[src/rtl/pipe_ctrl_pkg.sv]
// Shared types and defaults for the pipeline sequencing controller.
package pipe_ctrl_pkg;

  typedef enum logic [1:0] {
    S_RUN        = 2'd0,
    S_LOAD_STALL = 2'd1,
    S_BR_FLUSH   = 2'd2,
    S_MEM_WAIT   = 2'd3
  } ctrl_state_t;

  localparam logic [4:0] REG_ZERO = 5'd0;

  localparam int CNT_W_DEF    = 16;
  localparam int WAIT_W_DEF   = 4;
  localparam int MAX_WAIT_DEF = 12;

endpackage

[src/rtl/load_use_detect.sv]
// Load-use hazard detector: the load in EX writes a register that the
// instruction in ID reads. Register zero never creates a dependency.
module load_use_detect
  import pipe_ctrl_pkg::*;
(
  input  logic       EX_mem_read,
  input  logic [4:0] EX_rt,
  input  logic [4:0] ID_rs,
  input  logic [4:0] ID_rt,
  output logic       lu_hazard
);

  // Pure combinational compare of the load destination against ID sources.
  always_comb begin
    lu_hazard = EX_mem_read & (EX_rt != REG_ZERO) &
                ((EX_rt == ID_rs) | (EX_rt == ID_rt));
  end

endmodule

[src/rtl/pipe_hazard_ctrl.sv]
// Pipeline sequencing controller: stalls, flushes and freezes the 5-stage
// pipe for load-use hazards, taken branches and data-memory wait states.
//
// state        | meaning
// S_RUN        | normal flow, no event last cycle
// S_LOAD_STALL | a load-use bubble was inserted last cycle
// S_BR_FLUSH   | a taken branch squashed IF/ID/EX last cycle (ID holds a bubble)
// S_MEM_WAIT   | pipe frozen waiting for data memory
module pipe_hazard_ctrl
  import pipe_ctrl_pkg::*;
#(
  parameter int CNT_W    = CNT_W_DEF,
  parameter int WAIT_W   = WAIT_W_DEF,
  parameter int MAX_WAIT = MAX_WAIT_DEF
) (
  input  logic             clk,
  input  logic             startin,
  input  logic [4:0]       ID_rs,
  input  logic [4:0]       ID_rt,
  input  logic             EX_mem_read,
  input  logic [4:0]       EX_rt,
  input  logic             MEM_branch,
  input  logic             MEM_zero,
  input  logic             MEM_mem_read,
  input  logic             MEM_mem_write,
  input  logic             mem_ready,
  output logic             pc_write,
  output logic             IF_ID_write,
  output logic             IF_ID_flush,
  output logic             ID_EX_write,
  output logic             ID_EX_flush,
  output logic             EX_MEM_write,
  output logic             EX_MEM_flush,
  output logic             pc_src,
  output logic [1:0]       ctrl_state,
  output logic [CNT_W-1:0] stall_count,
  output logic [CNT_W-1:0] flush_count,
  output logic             mem_timeout
);

  localparam logic [WAIT_W-1:0] WAIT_LIMIT = WAIT_W'(MAX_WAIT);
  localparam logic [WAIT_W-1:0] WAIT_PRE   = WAIT_W'(MAX_WAIT - 1);
  localparam logic [CNT_W-1:0]  CNT_MAX    = '1;

  ctrl_state_t       state, state_next;
  logic [WAIT_W-1:0] wait_cnt;
  logic              lu_hazard, mem_busy, br_taken, lu_apply;

  load_use_detect u_lu (
    .EX_mem_read (EX_mem_read),
    .EX_rt       (EX_rt),
    .ID_rs       (ID_rs),
    .ID_rt       (ID_rt),
    .lu_hazard   (lu_hazard)
  );

  // Event qualification with priority mem_busy > br_taken > lu_hazard.
  always_comb begin
    mem_busy = (MEM_mem_read | MEM_mem_write) & ~mem_ready;
    br_taken = MEM_branch & MEM_zero & ~mem_busy;
    lu_apply = lu_hazard & ~mem_busy & ~br_taken & (state != S_BR_FLUSH);
  end

  // State register.
  always_ff @(posedge clk) begin
    if (startin) state <= S_RUN;
    else         state <= state_next;
  end

  // Next-state selection; every state re-evaluates events each cycle.
  always_comb begin
    state_next = S_RUN;
    if (mem_busy)      state_next = S_MEM_WAIT;
    else if (br_taken) state_next = S_BR_FLUSH;
    else if (lu_apply) state_next = S_LOAD_STALL;
  end

  // Stage register controls, combinational so they act on this edge.
  always_comb begin
    pc_write     = 1'b1;
    IF_ID_write  = 1'b1;
    IF_ID_flush  = 1'b0;
    ID_EX_write  = 1'b1;
    ID_EX_flush  = 1'b0;
    EX_MEM_write = 1'b1;
    EX_MEM_flush = 1'b0;
    pc_src       = 1'b0;
    if (startin) begin
      pc_write     = 1'b0;
      IF_ID_write  = 1'b0;
      ID_EX_write  = 1'b0;
      EX_MEM_write = 1'b0;
      IF_ID_flush  = 1'b1;
      ID_EX_flush  = 1'b1;
      EX_MEM_flush = 1'b1;
    end else if (mem_busy) begin
      pc_write     = 1'b0;
      IF_ID_write  = 1'b0;
      ID_EX_write  = 1'b0;
      EX_MEM_write = 1'b0;
    end else if (br_taken) begin
      pc_src       = 1'b1;
      IF_ID_flush  = 1'b1;
      ID_EX_flush  = 1'b1;
      EX_MEM_flush = 1'b1;
    end else if (lu_apply) begin
      pc_write     = 1'b0;
      IF_ID_write  = 1'b0;
      ID_EX_flush  = 1'b1;
    end
  end

  // Wait counter, sticky timeout and saturating performance counters.
  always_ff @(posedge clk) begin
    if (startin) begin
      wait_cnt    <= '0;
      mem_timeout <= 1'b0;
      stall_count <= '0;
      flush_count <= '0;
    end else begin
      if (mem_busy) begin
        if (wait_cnt != WAIT_LIMIT) wait_cnt <= wait_cnt + WAIT_W'(1);
        if (wait_cnt >= WAIT_PRE)   mem_timeout <= 1'b1;
      end else begin
        wait_cnt <= '0;
      end
      if ((mem_busy | lu_apply) && stall_count != CNT_MAX)
        stall_count <= stall_count + CNT_W'(1);
      if (br_taken && flush_count != CNT_MAX)
        flush_count <= flush_count + CNT_W'(1);
    end
  end

  assign ctrl_state = state;

endmodule

[config.mk]
export PLATFORM = sky130hd
export DESIGN_NAME = pipe_hazard_ctrl
export DESIGN_NICKNAME = d
export VERILOG_FILES = /design/src/rtl/pipe_ctrl_pkg.sv /design/src/rtl/load_use_detect.sv /design/src/rtl/pipe_hazard_ctrl.sv
export SDC_FILE = /design/constraint.sdc
export NUM_CORES = 1
export LEC_CHECK = 0
export CELL_PAD_IN_SITES_DETAIL_PLACEMENT = 0
export CELL_PAD_IN_SITES_GLOBAL_PLACEMENT = 2
export CORE_MARGIN = 2
export CORE_UTILIZATION = 26
export CTS_CLUSTER_DIAMETER = 150
export DETAILED_ROUTE_END_ITERATION = 10
export GPL_TIMING_DRIVEN = 0
export PLACE_DENSITY = 0.89
export SLEW_MARGIN = 20
export SYNTH_ARGS = -nofsm -noshare
export SYNTH_HDL_FRONTEND = slang
export SYNTH_SLANG_ARGS = --single-unit
[constraint.sdc]
create_clock -name clk -period 1.99 [get_ports clk]
set_input_delay 0.2985 -clock clk [delete_from_list [all_inputs] [get_ports clk]]
set_output_delay 0.2985 -clock clk [all_outputs]
set_load 0.01 [all_outputs]
==> flow_metrics.tcl <==
set metrics [dict create \
    crit_type "input pin to register" \
    gp_congestion 0.732 \
    grt_overflow 0 \
    cpMostUsedCell "buf_4" \
    routedWlPerCell_um 12.9 \
    arrival_ns 2.19 \
    ioPinCount 66 \
    end_kind "register" \
    cp_slowest_cell "or4_4" \
    synth_edf_count 0 \
    vias 2025 \
    firstDrtPassIters 4 \
    rr_startpoint "stall_count[0]$_SDFFE_PP0P_" \
    antenna_left 0 \
    worst_ep_required_time_ns 2.16 \
    crit_buf_inv 3 \
    syn_area_per_cell_um2 8.49 \
    rr_worst_depth 8 \
    busiest_layer "met2" \
    yosysWarnings 0 \
    hold_ws_ns 0.478 \
    drt-vias-per-instance 4.70 \
    dieArea_um2 8700 \
    nNetsFinal 355 \
    syn_inst 244 \
    switching_share_pct 25.5 \
    tightest_slew_ns 0.552 \
    synth_ff_type "dfxtp_1" \
    synth_top_area_share_pct 37.7 \
    p_seq_share_pct 50.8 \
    placementRows 32 \
    synth_area_leaders "dfxtp_1 (38%), xnor2_1 (7.6%), nor2_1 (5.1%)" \
    hold_viol 0 \
    htree_levels 2 \
    violations "negative setup slack" \
    fin_tns_setup_ns -0.0696 \
    design.core.area_um2 7730 \
    pre_cts_slack_ns -0.884 \
    async_reset_ff_share_pct 0 \
    regToRegSetupSlack_ns -0.02 \
    grtUsageTotal_pct 12.8 \
    ys_seq_area_share_pct 37.7 \
    synth.distinct_cells 44 \
    cts_sinks 39 \
    p_switching_mw 0.405 \
    cp_max_fo 6 \
    period_needed_ns 2.02 \
    grtUsageMet1_pct 16.4 \
    power.share.clock_pct 32.4 \
    grt_max_degree 12 \
    numCtsBuffers 5 \
    synth_top_cell_by_area "dfxtp_1" \
    grt_pass1_vias 1956 \
    drc 0 \
    initial_core_util_pct 26.8 \
    crit_start "EX_rt[0]" \
    reg2reg_to "stall_count[8]$_SDFFE_PP0P_" \
    cp_num_cells 9 \
    drt_iter0_markers 88 \
    die_h_um 93.3 \
    postCtsHoldBufs 0 \
    p_int_mw 1.18 \
    met3_usage_pct 2.82 \
    max_freq_mhz 495 \
    final.period_utilization_pct 102 \
    cap_viol_max_count 0 \
    leakage_nw 1.08 \
    clkTransAtPathRegs_ns 0.07 \
    area_growth_pct 52.0 \
    ir_worst_vdd_mv 0.224 \
    synth-seq-cells 39 \
    worstSetupStartpointType "input pin" \
    n_antenna_cell 0 \
    tritoncts "built" \
    chipWidth_um 93.3 \
    crit_path_cell_trace "clkdlybuf4s15_2 > or4_4 > o211ai_4 > buf_4 > nor3_2 > a21oi_4 > buf_4 > nor3b_2 > mux2_4" \
    cts_root_buffer "clkbuf_8" \
    fin_ws_ns -0.0318 \
    grt_pass1_wl_um 9140 \
    hold_depth 2 \
    wl_um 5570 \
    final_util_pct 40.8 \
    maxSlewHeadroom_pct 63.2 \
    pwr-share-comb_pct 16.8 \
    layout-drive-gt1-share_pct 18.5 \
    fin_skew_ns 0.00584 \
    synth_area_um2 2070 \
    synth_nets 271 \
    setup-violations-final 3 \
    portBuffers 65 \
    min_path_type "register to register" \
    synthTopCellsByCount "dfxtp_1 (39), nor2_1 (28), nand2_1 (18), xnor2_1 (18), nand3_1 (16)" \
    rsz0062_at_grt "true" \
    crit_path_max_incr_delay_ns 0.53 \
    ctsLongestPathBuffers 2 \
    synth_most_common_cell "dfxtp_1" \
    dp_hpwl_um 3980 \
    crit_end "stall_count[8]$_SDFFE_PP0P_" \
    grt_use_met2_pct 22.0 \
    slew_violations 0 \
    antenna_found_initial 0 \
    clk_latency_ns 0.28 \
    path_delay_family "simple AND/OR/NAND/NOR gates" \
    status "finished, violations left" \
    p_per_area_nw_per_um2 503 \
]
[placed cells by master (no fill, tap or decap), types with 4 or more instances in the layout]
master / Yosys / routed
buf_4: 3 / 16
clkdlybuf4s50_1: 0 / 50
nand2_1: 18 / 17
xnor2_1: 18 / 18
o21ai_0: 7 / 7
nand4_1: 6 / 6
nand3_1: 16 / 13
dfxtp_2: 0 / 4
dlygate4sd2_1: 0 / 7
dfxtp_1: 39 / 33
nor2_1: 28 / 25
xor2_1: 8 / 8
clkbuf_8: 0 / 5
inv_1: 6 / 6
nor4_1: 5 / 5
o21ai_1: 6 / 6
or3_1: 13 / 13
a21oi_1: 14 / 14
nor3_1: 10 / 9
[power groups by stage]
stage / Clock (mW) / Sequential (mW) / Combinational [mW]
global placement: 0 / 0.820 / 0.226
global route: 0.575 / 0.807 / 0.289
finish: 0.514 / 0.805 / 0.266
floorplan: 0 / 0.823 / 0.108
detailed placement: 0 / 0.821 / 0.228
CTS: 0.542 / 0.803 / 0.244
[through the flow]
stage / total power [mW] / cell area (um^2) / cells
final: 1.58 / 3150 / 431
after detailed placement: 1.05 / 2850 / 411
after global routing: 1.67 / 3150 / 431
after floorplan: 0.931 / 2070 / 244
after global placement: 1.05 / 2850 / 411
after CTS: 1.59 / 3030 / 423
[logic make-up (layout without fill, tap and decap cells)]
group	count (synthesis)	count (layout)	share of synthesized area (%)
flops	39	39	37.7
fa+ha+maj	4	4	2.42
simple gates	114	114	28.8
compound gates	41	41	13.4
xor+xnor	26	26	11.0
buf+inv	15	100	3.99
mux	5	5	2.72
[state kept, by name, indices dropped and copies added, names as in the netlist]
register     cells
flush_count     16
stall_count     16
wait_cnt         4
ctrl_state       2
mem_timeout      1
[layout make-up]
type / instances / area, um^2
Clock inverter: 1 / 5.00
Sequential cell: 39 / 793
Inverter: 6 / 22.5
Multi-Input combinational cell: 190 / 1350
Fill cell: 778 / 4580
Tap cell: 102 / 128
Clock buffer: 7 / 76.3
Buffer: 9 / 63.8
Timing Repair Buffer: 77 / 716
[tightest hold or removal path, stage by stage, from the launching register on]
cell and delay (ns):
dfxtp_1 0.33, nor2_1 0.05, nor2_1 0.07
[worst min path at each step]
stage,startpoint,to,slack (ns)
detailed placement,mem_timeout$_SDFFE_PP0P_,mem_timeout$_SDFFE_PP0P_,0.47
floorplan,wait_cnt[3]$_SDFFE_PP0P_,wait_cnt[3]$_SDFFE_PP0P_,0.49
finish,mem_timeout$_SDFFE_PP0P_,mem_timeout$_SDFFE_PP0P_,0.48
global placement,mem_timeout$_SDFFE_PP0P_,mem_timeout$_SDFFE_PP0P_,0.47
global route,mem_timeout$_SDFFE_PP0P_,mem_timeout$_SDFFE_PP0P_,0.51
CTS,mem_timeout$_SDFFE_PP0P_,mem_timeout$_SDFFE_PP0P_,0.49
[per-layer routing]
metal	vias to the layer above	routed length, um
li1	1035	-
met1	933	2570
met2	53	2700
met3	4	270
met4	0	32
met5	-	0
[what timing repair did]
action	CTS	global route
resized for setup	51	16
pin swaps	8	5
setup buffers	4	8
setup endpoints to repair	24	24
Power figures use the tool's default switching activity.
